$ cat src/rtl/beef_pkg.sv
// Shared opcodes, state encoding and widths for the bracket-matching PC sequencer.
// PC_SEQ_FAULT_EN adds the FAULT state to the state enum.
package beef_pkg;

  localparam int PC_W = 16;

  localparam logic [8:0] OP_OPEN  = 9'h05B;
  localparam logic [8:0] OP_CLOSE = 9'h05D;

  typedef enum logic [2:0] {
    ST_RUN,
    ST_SEARCH_FWD,
    ST_SEARCH_BACK,
    ST_HALT
`ifdef PC_SEQ_FAULT_EN
    ,
    ST_FAULT
`endif
  } pc_seq_state_t;

endpackage

$ cat src/rtl/pc_sequencer_if.sv
// Fetch-side bundle between the instruction fetch stage and the PC sequencer.
interface pc_sequencer_if;
  logic [8:0]  inst_at_pc;
  logic        stall;
  logic        jump_fwd;
  logic        jump_back;
  logic        halt_req;
  logic [15:0] pc;
  logic        searching;
  logic        search_dir;
  logic        halted;
  logic        fault;

  modport master (
    output inst_at_pc, stall, jump_fwd, jump_back, halt_req,
    input  pc, searching, search_dir, halted, fault
  );

  modport slave (
    input  inst_at_pc, stall, jump_fwd, jump_back, halt_req,
    output pc, searching, search_dir, halted, fault
  );
endinterface

$ cat src/rtl/pc_sequencer_bracket_depth.sv
// Bracket nesting counter used during a search; saturation/fault decisions live in the caller.
module bracket_depth #(
  parameter int DEPTH_W = 8
) (
  input  logic clk,
  input  logic reset,
  input  logic inc,
  input  logic dec,
  input  logic load1,
  output logic max,
  output logic is_one
);

  logic [DEPTH_W-1:0] r_depth;

  // NOTE: registers use non-blocking assignments so every flop samples pre-edge values.
  always_ff @(posedge clk) begin
    if (reset)      r_depth <= '0;
    else if (load1) r_depth <= DEPTH_W'(1);
    else if (inc)   r_depth <= r_depth + DEPTH_W'(1);
    else if (dec)   r_depth <= r_depth - DEPTH_W'(1);
  end

  assign max    = &r_depth;
  assign is_one = (r_depth == DEPTH_W'(1));

endmodule

$ cat src/rtl/pc_sequencer.sv
// PC sequencer: linear fetch plus bracket-matching forward/backward search.
// Define PC_SEQ_FAULT_EN to trap depth overflow and unmatched searches in a FAULT state.
module pc_sequencer
  import beef_pkg::*;
#(
  parameter int              DEPTH_W  = 8,
  parameter logic [PC_W-1:0] RESET_PC = 16'h0000
) (
  input  logic           clk,
  input  logic           reset,
  pc_sequencer_if.slave  bus
);

  pc_seq_state_t   r_state, w_state_nxt;
  logic [PC_W-1:0] r_pc, w_pc_nxt;
  logic            w_inc, w_dec, w_load1;
  logic            w_depth_max, w_depth_one;

  bracket_depth #(.DEPTH_W(DEPTH_W)) u_depth (
    .clk    (clk),
    .reset  (reset),
    .inc    (w_inc),
    .dec    (w_dec),
    .load1  (w_load1),
    .max    (w_depth_max),
    .is_one (w_depth_one)
  );

  always_ff @(posedge clk) begin
    if (reset) begin
      r_state <= ST_RUN;
      r_pc    <= RESET_PC;
    end else begin
      r_state <= w_state_nxt;
      r_pc    <= w_pc_nxt;
    end
  end

  // NOTE: every comb output gets a default first so no path leaves a latch behind.
  always_comb begin
    w_state_nxt = r_state;
    w_pc_nxt    = r_pc;
    w_inc       = 1'b0;
    w_dec       = 1'b0;
    w_load1     = 1'b0;
    case (r_state)
      ST_RUN: begin
        if (bus.halt_req) begin
          w_state_nxt = ST_HALT;
        end else if (bus.stall) begin
          w_pc_nxt = r_pc;
        end else if (bus.jump_fwd) begin
          w_pc_nxt    = r_pc + PC_W'(1);
          w_load1     = 1'b1;
          w_state_nxt = ST_SEARCH_FWD;
        end else if (bus.jump_back) begin
          w_pc_nxt    = r_pc - PC_W'(1);
          w_load1     = 1'b1;
          w_state_nxt = ST_SEARCH_BACK;
        end else begin
          w_pc_nxt = r_pc + PC_W'(1);
        end
      end
      ST_SEARCH_FWD: begin
        if (bus.inst_at_pc == OP_CLOSE && w_depth_one) begin
          w_pc_nxt    = r_pc + PC_W'(1);
          w_state_nxt = ST_RUN;
`ifdef PC_SEQ_FAULT_EN
        end else if ((bus.inst_at_pc == OP_OPEN && w_depth_max) || r_pc == '1) begin
          w_state_nxt = ST_FAULT;
`endif
        end else begin
          w_pc_nxt = r_pc + PC_W'(1);
          w_inc    = (bus.inst_at_pc == OP_OPEN) && !w_depth_max;
          w_dec    = (bus.inst_at_pc == OP_CLOSE);
        end
      end
      ST_SEARCH_BACK: begin
        // Landing is on the word after the matching opener, not on the opener itself.
        if (bus.inst_at_pc == OP_OPEN && w_depth_one) begin
          w_pc_nxt    = r_pc + PC_W'(1);
          w_state_nxt = ST_RUN;
`ifdef PC_SEQ_FAULT_EN
        end else if ((bus.inst_at_pc == OP_CLOSE && w_depth_max) || r_pc == '0) begin
          w_state_nxt = ST_FAULT;
`endif
        end else begin
          w_pc_nxt = r_pc - PC_W'(1);
          w_inc    = (bus.inst_at_pc == OP_CLOSE) && !w_depth_max;
          w_dec    = (bus.inst_at_pc == OP_OPEN);
        end
      end
      ST_HALT: w_state_nxt = ST_HALT;
`ifdef PC_SEQ_FAULT_EN
      ST_FAULT: w_state_nxt = ST_FAULT;
`endif
      default: w_state_nxt = ST_RUN;
    endcase
  end

  always_comb begin
    bus.pc         = r_pc;
    bus.searching  = (r_state == ST_SEARCH_FWD) || (r_state == ST_SEARCH_BACK);
    bus.search_dir = (r_state == ST_SEARCH_BACK);
    bus.halted     = (r_state == ST_HALT);
`ifdef PC_SEQ_FAULT_EN
    bus.fault      = (r_state == ST_FAULT);
`else
    bus.fault      = 1'b0;
`endif
  end

endmodule

$ cat src/flat_wrapper.sv
// flat-port wrapper written by rule: the top's interface ports become plain ports
module pc_sequencer_flat import beef_pkg::*;
#(
  parameter int              DEPTH_W  = 8,
  parameter logic [PC_W-1:0] RESET_PC = 16'h0000
)
  (clk, reset, bus_inst_at_pc, bus_stall, bus_jump_fwd, bus_jump_back, bus_halt_req, bus_pc, bus_searching, bus_search_dir, bus_halted, bus_fault);
  pc_sequencer_if bus_i ();
  input  logic clk;
  input  logic reset;
  input wire logic [$bits(bus_i.inst_at_pc)-1:0] bus_inst_at_pc;
  input wire logic [$bits(bus_i.stall)-1:0] bus_stall;
  input wire logic [$bits(bus_i.jump_fwd)-1:0] bus_jump_fwd;
  input wire logic [$bits(bus_i.jump_back)-1:0] bus_jump_back;
  input wire logic [$bits(bus_i.halt_req)-1:0] bus_halt_req;
  output wire logic [$bits(bus_i.pc)-1:0] bus_pc;
  output wire logic [$bits(bus_i.searching)-1:0] bus_searching;
  output wire logic [$bits(bus_i.search_dir)-1:0] bus_search_dir;
  output wire logic [$bits(bus_i.halted)-1:0] bus_halted;
  output wire logic [$bits(bus_i.fault)-1:0] bus_fault;
  assign bus_i.inst_at_pc = bus_inst_at_pc;
  assign bus_i.stall = bus_stall;
  assign bus_i.jump_fwd = bus_jump_fwd;
  assign bus_i.jump_back = bus_jump_back;
  assign bus_i.halt_req = bus_halt_req;
  assign bus_pc = bus_i.pc;
  assign bus_searching = bus_i.searching;
  assign bus_search_dir = bus_i.search_dir;
  assign bus_halted = bus_i.halted;
  assign bus_fault = bus_i.fault;
  pc_sequencer #(.DEPTH_W(DEPTH_W), .RESET_PC(RESET_PC)) u_core (.clk(clk), .reset(reset), .bus(bus_i));
endmodule
$ cat config.mk
export PLATFORM = sky130hd
export DESIGN_NAME = pc_sequencer_flat
export DESIGN_NICKNAME = d
export VERILOG_FILES = /design/src/rtl/beef_pkg.sv /design/src/rtl/pc_sequencer_if.sv /design/src/rtl/pc_sequencer_bracket_depth.sv /design/src/rtl/pc_sequencer.sv /design/src/flat_wrapper.sv
export SDC_FILE = /design/constraint.sdc
export NUM_CORES = 1
export LEC_CHECK = 0
export ABC_AREA = 1
export CORE_MARGIN = 4
export CORE_UTILIZATION = 30
export CTS_CLUSTER_SIZE = 24
export DETAILED_ROUTE_END_ITERATION = 12
export GPL_ROUTABILITY_DRIVEN = 0
export SYNTH_ARGS = -nofsm -noshare
export SYNTH_HDL_FRONTEND = slang
export SYNTH_SLANG_ARGS = --single-unit
$ cat constraint.sdc
create_clock -name clk -period 1.6 [get_ports clk]
set_clock_uncertainty 0.05 [all_clocks]
set_input_delay 0.32 -clock clk [delete_from_list [all_inputs] [get_ports clk]]
set_output_delay 0.32 -clock clk [all_outputs]
set_load 0.02 [all_outputs]
* Yosys cells after proc, flatten, opt, wreduce, memory -nomap -nowiden
Cells that the tools add are included.
Cells by class: $add $sub $neg 4, multipliers 0, divide/modulo/power cells 0, magnitude comparators 0, equal/unequal tests 12, shifts and indexed selects 0, mux-type cells 27, bitwise gates (word level) 0, reductions and logical operators 14
Operators by type and width (number):
- 16-bit two-way mux | 5
- 16-bit one-hot mux with 3 select lines | 1
- 9-bit by 7-bit equality test with 1-bit output (second input constant) | 2
- 3-bit two-way mux | 6
- 16-bit by 1-bit adder with 16-bit output (second input constant) | 1
- 8-bit two-way mux | 2
- 16-bit by 1-bit subtractor with 16-bit output (second input constant) | 1
- 3-bit one-hot mux with 4 select lines | 1
- 1-bit two-way mux | 10
- 8-bit by 1-bit adder with 8-bit output (second input constant) | 1
- 8-bit by 1-bit equality test with 1-bit output (second input constant) | 1
- 8-bit AND reduction | 1
- 8-bit by 1-bit subtractor with 8-bit output (second input constant) | 1
- 3-bit by 2-bit equality test with 1-bit output (second input constant) | 2
- 3-bit nonzero test | 2
- 1-bit logical AND | 4
- 2-bit by 1-bit != test with 1-bit output (second input constant) | 2
- 2-bit != test (second input constant) | 2
- 4-bit != test (second input constant) | 1
- 1-bit one-hot mux with 2 select lines | 2
- 4-bit AND reduction | 1
- 3-bit by 1-bit equality test with 1-bit output (second input constant) | 1
- 3-bit logical NOT | 1
- 3-bit != test (second input constant) | 1
- 5 further kinds | 5
Storage, ports and cells: register bits 27, bits in latches 0, RAM bits 0, ROM bits 0, bits of input ports 15, output and inout bits 20, memories kept 0

* Logic depth before layout (Yosys ltp)
depth in word-level cells 7, mapped depth 11

* Hierarchy
Synthesis repeated with hierarchy kept, for this count alone.
Unflattened totals: cell total of the unflattened synthesis 417, area total of the unflattened synthesis 2464.9 µm²
By module, submodules not included:
- pc_sequencer | times used 1, cells each 330, area each 1928.1 µm², seq. area each 360.3 µm²
- bracket_depth | times used 1, cells each 87, area each 536.8 µm², seq. area each 160.2 µm²

* Least setup slack after synthesis
No wires, ideal clock.
kind register to register, start point register u_core.r_state[0], end point register u_core.r_pc[2], in the netlist u_core.bus.pc[2], library setup time 70 ps, data arrival time 1797 ps, required time 1480 ps, setup slack -317 ps, cell stages (with the launch flop) 8, path buffers 1, period minus slack after synthesis 1917 ps, path through dfxtp_1 > inv_1 > ha_1 > clkbuf_1 > nand3_1 > nand3_1 > o21ai_0 > a21oi_1
Between the ends: word-level cells in the longest chain between the ends 3
Ends and longest elaborated chain:
- start, declared | line pc_sequencer.sv:14 | pc_seq_state_t r_state, w_state_nxt;
- start signal, assigned | line pc_sequencer.sv:34 | r_state <= w_state_nxt;
- 3-bit by 2-bit equality test with 1-bit output, or another cell as far along | line pc_sequencer.sv:46 | case (r_state)
- 3-bit nonzero test (no source line) / 2-bit != test (equally long branches)
- 3-bit AND reduction (no source line)
- end signal, assigned | line pc_sequencer.sv:35 | r_pc <= w_pc_nxt;
- end, declared | line pc_sequencer.sv:15 | logic [PC_W-1:0] r_pc, w_pc_nxt;
Several ways; a longest one is shown, not always the timed one. A chain may end at the register's enable or synchronous reset.

* Worst setup path in the final report
start point register u_core.r_state[1], end point register u_core.r_pc[5], in the netlist u_core.bus.pc[5]
The elaborated chain is that of the path after synthesis.

==> impl_metrics.csv <==
group,metric,value,unit
logic_synthesis,synthArstFlopShare,0,%
logic_synthesis,post_synth_num_cell_types,32,
clock_network,cts_htree_levels,1,
die,die_height,98.69,um
logic_synthesis,synth_warnings,0,
setup_path,crit_path_max_fanout,5,
layout,layout.cells.most_common,"nand2_1",
die,dieWidth,98.69,um
clock_network,tritoncts,"done",
route,drt_iter0_markers,133,
logic_synthesis,synth.ff_latch_count,26,
route,postRouteAntennaNets,0,
power_and_ir_drop,clockPowerShare,8.1,%
clock_network,tritoncts_num_sinks,26,
placed_design,dpl-instance-area,3347,sq um
logic_synthesis,postSynth.topFlopCell,"dfxtp_1",
die,design.core.area,7848,sq um
logic_synthesis,synth_area,2467,sq um
clock_network,cts.reportedPaths.clkPinSlew,120,ps
power_and_ir_drop,irDropWorstVdd,0.6524,mV
layout,mostFrequentLayoutCells,"nand2_1 (88), buf_4 (69), inv_1 (35), nand3_1 (32), nor2_1 (30)",
die,die_area,9740,sq um
global_routing,grt.overflow.total,0,
sta,report.final.slew_viol_count,0,
setup_path,required_arrival_time_at_the_worst_endpoint,1780,ps
hold_path,hold_path.startpoint,"u_core.u_depth.r_depth[7]",
layout,layout.core_utilization,51.50,%
logic_synthesis,ys_seq_area_share,21.10,%
logic_synthesis,synth.largest_area_cell,"dfxtp_1",
hold_path,hold_path_class,"flip-flop to flip-flop",
global_routing,track_usage,15.65,%
setup_path,launch_point_of_the_critical_path,"u_core.r_state[1]",
sta,final.setup.tns,-195.9,ps
setup_path,setup.reg_to_reg.worst_slack,-60,ps
clock_network,cts.hold.buffers_added,0,
hold_path,worstHoldEndpoint,"u_core.u_depth.r_depth[7]",
die,initial_core_util,31.44,%
run_status,violations,"negative setup slack",
setup_path,worstSetupStartpointType,"flip-flop",
sta,setup_repair_after_global_routing_missed_its_margin,"yes",
route,detail_route.first_pass.iterations,4,
layout,final_layout_size_suffix_gt1_share,41.25,%
layout,num_antenna_cells,0,
setup_path,reg2reg_from,"u_core.r_state[1]",
logic_synthesis,syn-mean-instance-area,6.003,sq um
sta,post-route-period-util,103.7,%
logic_synthesis,post_synth_main_area_contributors,"dfxtp_1 (21%), nand2_1 (17%), nand3_1 (8.5%)",
power_and_ir_drop,power,0.007036,W
power_and_ir_drop,switchingPower,0.003606,W
setup_path,r2r_end,"u_core.bus.pc[5]",
power_and_ir_drop,power.density_cell_area,1741,nW/um^2
global_routing,antenna_violations_before_repair,0,
global_routing,first_pass_grt_wire_length,12860,um
power_and_ir_drop,power.share.sequential,16.6,%
placed_design,place_hpwl,5549,um
layout,final_net_count,539,
sta,hold_violations,0,
global_routing,pin_count_of_the_biggest_net_entering_global_routing,16,
setup_path,path_class,"flip-flop to flip-flop",
logic_synthesis,number_of_enable_type_register_cells_in_the_synthesized_netlist,0,
route,drt-wirelength-per-cell,13.25,um
route,drcViolationCount,0,
layout,flow.area_growth_from_synthesis,63.79,%
sta,min_period,1659,ps
setup_path,arrival,1830,ps
placed_design,port_buffers,33,
power_and_ir_drop,power.combinational.fraction,75.3,%
hold_path,min_path_cells,2,
clock_network,clk_latency,290,ps
clock_network,cts-buffers-inserted,3,
layout,fin_area,4041,sq um
logic_synthesis,synth_top_area_share,21.10,%
route,routed_via_density,4.854,
sta,setup_viol,10,
run_status,status,"finished, violations left",
die,fp-row-count,32,
clock_network,max-clock-path-buffers,2,
clock_network,cts_root_buf,"clkbuf_8",
setup_path,reg2reg_depth,9,
die,ioPinCount,35,
sta,max_freq,0.6029,GHz
route,detailed_route_via_count,2990,
power_and_ir_drop,p_int,0.003430,W
power_and_ir_drop,power.leakage,1.809,nW
placed_design,pre_cts_slack,-440.3,ps
logic_synthesis,syn-num-nets,435,
setup_path,end_kind,"flip-flop",
flow_run,maxCapViolCount,0,
power_and_ir_drop,sw_frac_of_total,51.25,%
route,route.final.wire_length,8160,um
sta,finalWorstSetupSlack,-58.68,ps
logic_synthesis,syn-instance-count,411,
global_routing,grt_pass1_vias,2756,
worst max-delay path, cell delays in order, from the launching register on:
cell	delay [ps]
dfxtp_2	340
inv_2	70
ha_4	140
inv_2	40
o21ai_4	200
clkinvlp_4	220
buf_6	170
a21oi_2	130
o21ai_1	80
a21oi_1	160
what timing repair did:
action                     in CTS  in global routing
cloned                          3                  0
pin swaps                      29                 27
buffers inserted                7                  5
resized for setup              94                113
setup endpoints to repair      44                 27
worst max path at each step:
stage | slack (ps) | end | cells after the start
floorplan | 0.8 | u_core.bus.pc[12] | 9
global placement | -400 | u_core.bus.pc[3] | 9
detailed placement | -440 | u_core.bus.pc[3] | 9
CTS | -40 | u_core.bus.pc[3] | 9
global route | -150 | u_core.u_depth.r_depth[0] | 10
finish | -60 | u_core.bus.pc[5] | 9
power groups by stage:
stage / Clock, W / Combinational [W] / Sequential [W]
2_1_floorplan: 0 / 0.00243 / 0.00125
3_5_place_dp: 0 / 0.00430 / 0.00111
4_1_cts: 0.000596 / 0.00460 / 0.00112
3_3_place_gp: 0 / 0.00428 / 0.00111
5_1_grt: 0.000623 / 0.00577 / 0.00121
6_report: 0.000572 / 0.00530 / 0.00117
Yosys cell counts, types with 2 or more instances:
library cell / n
nand2_2: 3
a21oi_1: 33
nor2_4: 3
o21ai_0: 26
inv_1: 45
nand2_4: 3
nand2_1: 114
nand3_1: 42
o21ai_2: 2
nand3_2: 2
xnor2_1: 2
nor2_1: 39
nor2_2: 6
ha_1: 9
nand4_1: 5
buf_6: 3
buf_4: 2
nor3_1: 4
inv_2: 3
nor4_1: 2
a211oi_1: 2
dfxtp_1: 26
xor2_1: 22
clkbuf_1: 4
buf_2: 2
metrics by stage:
stage / instances / hold WS, ps
floorplan: 411 / 442.0
global placement: 597 / 483.4
detailed placement: 597 / 485.5
CTS: 611 / 500.2
global route: 616 / 487.6
finish: 616 / 465.7
sequential cells by signal, summed over array words and instances (netlist names):
signal,cells
u_core.bus.pc,16
u_core.r_state,2
u_core.u_depth.r_depth,8
metal layers:
metal	share of wire [%]	wire, um	track usage (%)
met5	0	0	0
met4	1.6	127	3.046
met3	4.0	325	2.477
met2	50	4104	26.05
met1	44	3602	21.48
kinds of logic (layout without fill, tap and decap cells):
| logic type | count (synthesis) | count (layout) | synth area share, % |
|---|---|---|---|
| and+or+nand+nor | 225 | 227 | 40.87 |
| AOI/OAI and AO/OA | 66 | 66 | 14.15 |
| buffers and inverters | 60 | 161 | 10.65 |
| DFF | 26 | 26 | 21.10 |
| xor gates and xnor gates | 24 | 24 | 8.519 |
| adders and majority gates | 9 | 9 | 4.564 |
| other | 1 | 1 | 0.1520 |
area by class of cell:
class	instances	area, sq um
sequential	26	554.3
clock inverter	1	30.03
timing repair buffer	107	858.3
timing repair inverter	1	7.507
tap	102	127.6
inverter	49	206.4
clock buffer	3	41.29
multi-input combinational	327	2216
fill	769	3806
(Power assumes the default switching activity.)
